**config.mk**
```make
export PLATFORM = sky130hd
export DESIGN_NAME = platform_scroller
export DESIGN_NICKNAME = d
export VERILOG_FILES = /design/src/rtl/platform_scroller.sv
export SDC_FILE = /design/constraint.sdc
export NUM_CORES = 1
export LEC_CHECK = 0
export CAP_MARGIN = 20
export CORE_MARGIN = 5
export CORE_UTILIZATION = 51
export CTS_CLUSTER_DIAMETER = 80
export DETAILED_ROUTE_END_ITERATION = 6
export PLACE_DENSITY = 0.81
export SLEW_MARGIN = 20
export SYNTH_ARGS = -nofsm -noshare
export SYNTH_HDL_FRONTEND = slang
export SYNTH_SLANG_ARGS = --single-unit
```
**constraint.sdc**
```tcl
create_clock -name Clk -period 5.5 [get_ports Clk]
set_input_delay 0.825 -clock Clk [delete_from_list [all_inputs] [get_ports Clk]]
set_output_delay 0.825 -clock Clk [all_outputs]
set_load 0.05 [all_outputs]
```
**src/rtl/platform_scroller.sv**
```systemverilog
// platform_scroller
//   Owns the 16-entry platform table (X/Y centres) used by the doodle
//   physics stage. A load request builds the initial staircase layout. A
//   refresh request latches the doodle's upward displacement, shifts every
//   platform down by it, and respawns the platforms that fall off the
//   bottom at the top with a pseudo-random X. trigger acknowledges the
//   scroll with a level handshake.
//
// Ports
//   Clk          in   system clock
//   Reset        in   asynchronous active-low reset
//   loadplat     in   level, build the initial layout (wins over refresh_en)
//   refresh_en   in   scroll request, held until trigger is seen
//   plat_temp_Y  in   [9:0] two's-complement doodle Y velocity
//   plat_x       out  [NUM_PLAT*9-1:0] packed X centres, entry i at [9i+:9]
//   plat_y       out  [NUM_PLAT*9-1:0] packed Y centres, same packing
//   plat_sizeX   out  [8:0] platform half-width
//   plat_sizeY   out  [8:0] platform half-height
//   trigger      out  scroll acknowledge, high in DONE
//   busy         out  high in any state other than IDLE
//   countingss   out  [15:0] saturating sum of scroll displacements
//
// Build option
//   SCROLL_SCORE_EN  when defined, countingss accumulates every latched
//                    displacement; otherwise it is tied to 0.

module platform_scroller #(
  parameter int          NUM_PLAT     = 16,
  parameter int          SCREEN_Y_MAX = 479,
  parameter int          ROW_PITCH    = 30,
  parameter int          X_BASE       = 40,
  parameter logic [15:0] LFSR_SEED    = 16'hACE1,
  parameter int          PLAT_SIZE_X  = 20,
  parameter int          PLAT_SIZE_Y  = 3
) (
  input  logic                  Clk,
  input  logic                  Reset,
  input  logic                  loadplat,
  input  logic                  refresh_en,
  input  logic [9:0]            plat_temp_Y,
  output logic [NUM_PLAT*9-1:0] plat_x,
  output logic [NUM_PLAT*9-1:0] plat_y,
  output logic [8:0]            plat_sizeX,
  output logic [8:0]            plat_sizeY,
  output logic                  trigger,
  output logic                  busy,
  output logic [15:0]           countingss
);

  typedef enum logic [2:0] {IDLE, LOAD, LATCH, SCROLL, DONE} state_t;

  localparam logic [3:0] LAST_IDX = 4'(NUM_PLAT - 1);
  localparam logic [8:0] X_START  = 9'd320;

  state_t      state, state_next;
  logic [3:0]  idx;
  logic [4:0]  d;
  logic [15:0] lfsr;
  logic [8:0]  x_tab [NUM_PLAT];
  logic [8:0]  y_tab [NUM_PLAT];

  logic [15:0] lfsr_next;
  logic [8:0]  spawn_x;
  logic [8:0]  load_y;
  logic [9:0]  ny;
  logic        wrap;
  logic [9:0]  mag;
  logic [4:0]  d_in;

  // Fibonacci taps 16,14,13,11 (1-based), shifted left into bit 0.
  assign lfsr_next = {lfsr[14:0], lfsr[15] ^ lfsr[13] ^ lfsr[12] ^ lfsr[10]};
  // Spawn range 40..551 is stored in a 9-bit field, so it wraps modulo 512.
  assign spawn_x   = 9'(X_BASE) + lfsr[8:0];
  assign load_y    = 9'(SCREEN_Y_MAX - ROW_PITCH * int'(idx));
  assign ny        = {1'b0, y_tab[idx]} + {5'd0, d};
  assign wrap      = ny > 10'(SCREEN_Y_MAX);
  // Upward (negative) velocity becomes a downward scroll, clamped to 31.
  assign mag       = ~plat_temp_Y + 10'd1;
  assign d_in      = plat_temp_Y[9] ? ((mag > 10'd31) ? 5'd31 : mag[4:0]) : 5'd0;

  assign plat_sizeX = 9'(PLAT_SIZE_X);
  assign plat_sizeY = 9'(PLAT_SIZE_Y);
  assign trigger    = (state == DONE);
  assign busy       = (state != IDLE);

  for (genvar i = 0; i < NUM_PLAT; i++) begin : g_pack
    assign plat_x[9*i +: 9] = x_tab[i];
    assign plat_y[9*i +: 9] = y_tab[i];
  end

  // NOTE: sequential state uses non-blocking assignments so every register
  // samples the pre-edge values, independent of statement order.
  always_ff @(posedge Clk or negedge Reset) begin
    if (!Reset) state <= IDLE;
    else        state <= state_next;
  end

  // NOTE: the default assignment first means no path leaves state_next
  // unassigned, so no latch is inferred.
  always_comb begin
    state_next = state;
    case (state)
      IDLE:    if (loadplat)        state_next = LOAD;
               else if (refresh_en) state_next = LATCH;
      LOAD:    if (idx == LAST_IDX) state_next = IDLE;
      LATCH:                        state_next = SCROLL;
      SCROLL:  if (idx == LAST_IDX) state_next = DONE;
      DONE:    if (!refresh_en)     state_next = IDLE;
      default:                      state_next = IDLE;
    endcase
  end

  // NOTE: the table is a register file, not a RAM macro: it must read as all
  // zeros out of reset, so every entry is cleared explicitly.
  always_ff @(posedge Clk or negedge Reset) begin
    if (!Reset) begin
      for (int i = 0; i < NUM_PLAT; i++) begin
        x_tab[i] <= '0;
        y_tab[i] <= '0;
      end
      lfsr <= LFSR_SEED;
      idx  <= '0;
      d    <= '0;
    end else begin
      case (state)
        IDLE: if (state_next == LOAD) begin
          idx  <= '0;
          lfsr <= LFSR_SEED;
        end
        LOAD: begin
          y_tab[idx] <= load_y;
          // Entry 0 is the fixed start platform under the doodle; it does
          // not consume a random value.
          if (idx == '0) begin
            x_tab[idx] <= X_START;
          end else begin
            x_tab[idx] <= spawn_x;
            lfsr       <= lfsr_next;
          end
          idx <= idx + 4'd1;
        end
        LATCH: begin
          d   <= d_in;
          idx <= '0;
        end
        SCROLL: begin
          if (wrap) begin
            y_tab[idx] <= 9'(ny - 10'(SCREEN_Y_MAX + 1));
            x_tab[idx] <= spawn_x;
            lfsr       <= lfsr_next;
          end else begin
            y_tab[idx] <= ny[8:0];
          end
          idx <= idx + 4'd1;
        end
        default: ;
      endcase
    end
  end

`ifdef SCROLL_SCORE_EN
  logic [15:0] score;
  logic [16:0] score_sum;

  assign score_sum  = {1'b0, score} + {12'd0, d_in};
  assign countingss = score;

  always_ff @(posedge Clk or negedge Reset) begin
    if (!Reset) begin
      score <= '0;
    end else if (state == IDLE && state_next == LOAD) begin
      score <= '0;
    end else if (state == LATCH) begin
      score <= score_sum[16] ? 16'hFFFF : score_sum[15:0];
    end
  end
`else
  assign countingss = '0;
`endif

endmodule

```
==> run metrics <==
status=finished, final reports clean; Crit Path Class=reg -> reg; DRC Markers=0; core area=29500 um^2; Syn Inst Count=1253; skew final=0.0249 ns; Avg WL per Cell=25.5 um; main flop type after synthesis=dfrtp_1; Synth Area in Simple Gates=7.66%; setup TNS=0 ns; cell row count=63; Die X=182 um; Buffers on Ports=303; total CTS buffers=34; adder-cell share of the synthesized area=2.82%; post-route cell area=19600 um^2; vias in the first global route=12300; Final nets=1586; Final GP Congestion=0.951; Post-CTS Setup Inserts=0; M1 GR Usage=39.2%; area grow syn2layout=29.4%; Cell Area, Synth=15100 um^2; height of the die=182 um; pre-CTS setup slack=0.483 ns; Area after DPL=18400 um^2; Pre-antenna DRT Iters=5; Startpoint Class=flop; Clock Latency Late Sink=0.53 ns; r2r startpoint=idx[0]; ant diodes=0; synth warn=0; CTS Sinks=316; clock slew at reported path FFs=0.06 ns; fraction of registers with async set/reset=100%; period utilization=91.2%; # H-tree levels=2; fmax=0.199 GHz; Synth Area in Compound Gates=14.4%; CTS resizes=0; antenna violations before repair=0; clock buffer depth=3; xor/xnor share of the synthesized area=1.10%; Setup-failing EPs final=0; CP Capture Type=flop; final WL=49800 um; Detailed Place HPWL=35300 um; clock period minus worst slack=5.02 ns; largest family of logic cells by synthesized area=multiplexers; crit path max fanout=25; final slew viol count=0; largest net degree at the start of global routing=140; #FFs+latches synth=316; hold buffers post-CTS=0; commonest non-fill, non-tap cell in the layout=dfrtp_1; Slew headroom=29.7%; drt via density=6.16; CTS root buf=clkbuf_16; Worst setup startpoint=idx[0]; worst-margin pin slew=1.05 ns; die area=33200 um^2; layout cell share with drive strength beyond 1=19.0%; CP required=5.87 ns; met2 usage=46.9%; final worst setup slack=0.485 ns; multiplexer share of the synthesized area=16.8%; DR iter-0 viols=1232; Yosys cell types=70; antenna viol nets, final=0; Hold Crit Class=in -> async; max-cap violation count=0; RSZ-0062 raised after global routing=no; CTS tree=yes; GR peak layer=met2; met3 usage in global routing=9.69%; global-route total usage across every layer=29.7%; number of flops mapped to enable cells by yosys=0; Critical Path AT=5.39 ns; routed vias=12000; Fillers=2196; most frequent cells in the layout=306 x dfrtp_1, 302 x clkdlybuf4s50_1, 137 x mux2_2; Final Hold Viols=0; Starting Density=51.2%; global route overflow=0; register area share after synthesis=52.4%; Post-Syn Area per Cell=12.1 um^2; Ports=338; first-pass GRT wire length=76900 um
layout make-up:
cell class / count / area, um^2 / area share [%]
Clock buffer: 51 / 1000 / 5.14
Clock inverter: 7 / 104 / 0.531
Inverter: 26 / 97.6 / 0.499
Multi-Input combinational cell: 824 / 6600 / 33.8
Sequential cell: 316 / 7920 / 40.5
Tap cell: 390 / 488 / 2.50
Timing Repair Buffer: 339 / 3340 / 17.1
through the flow:
step                      utilization, %  hold slack [ns]  cells
after floorplan                        -            0.456   1285
after global placement              62.5            0.466   1894
after detailed placement            62.5            0.480   1894
after CTS                           66.2            0.447   1952
after global routing                66.3            0.278   1953
final                               66.3            0.235   1953
critical path: stages, from the launching register on:
cell and delay, ns:
dfrtp_2 0.93, mux4_2 0.65, mux4_2 0.47, ha_1 0.24, fa_1 0.46, a211oi_1 0.22, nor2_1 0.11, nor2_1 0.35
nor3_1 0.11, a32o_1 0.29, o21ai_0 0.23, buf_4 0.25, a21boi_0 0.39, o21ai_0 0.15
registers in the layout (all words and copies together), names as in the netlist, named ones only:
name / flops
plat_x: 139
lfsr: 16
d: 5
state: 3
idx: 4
plat_y: 144
cell families (layout without fill, tap and decap cells):
logic type,after synthesis,after routing
other,2,34
flip-flops,316,316
XOR/XNOR,19,19
AND/OR/NAND/NOR,257,257
buffers and inverters,145,423
adder cells (fa/ha/maj),31,31
multiplexers,189,189
AO/OA/AOI/OAI,294,294
Yosys cell counts (24+ instances only):
library cell | instances | area [um^2]
buf_4 | 34 | 255
mux4_2 | 38 | 856
o21ai_0 | 99 | 495
nor2_1 | 50 | 188
dfrtp_1 | 308 | 7710
clkbuf_1 | 67 | 251
ha_1 | 26 | 325
mux2_2 | 137 | 1540
nand2_1 | 117 | 439
o221ai_1 | 33 | 289
a22oi_1 | 33 | 248
inv_1 | 24 | 90.1
nand3_1 | 34 | 170
path summary, 6_finish.rpt:
path                                to  slack (ns)  depth (start not counted)
hold reg to reg               lfsr[15]        0.49                          1
hold / removal              plat_x[84]        0.24                          1
setup / recovery            plat_y[44]        0.48                         13
min in group Clk              lfsr[15]        0.49                          1
setup reg to reg            plat_y[44]        0.48                         13
max in group asynchronous  plat_x[109]        4.12                          2
per-layer routing:
metal  up-vias  wire length (um)
met3       122              6040
met4         0              1830
li1       5111                 -
met2       766             23300
met1      6031             18700
met5         -                 0
Power is not shown: default switching activity piles up to over one toggle a cycle in this logic, so the estimate is an artifact.
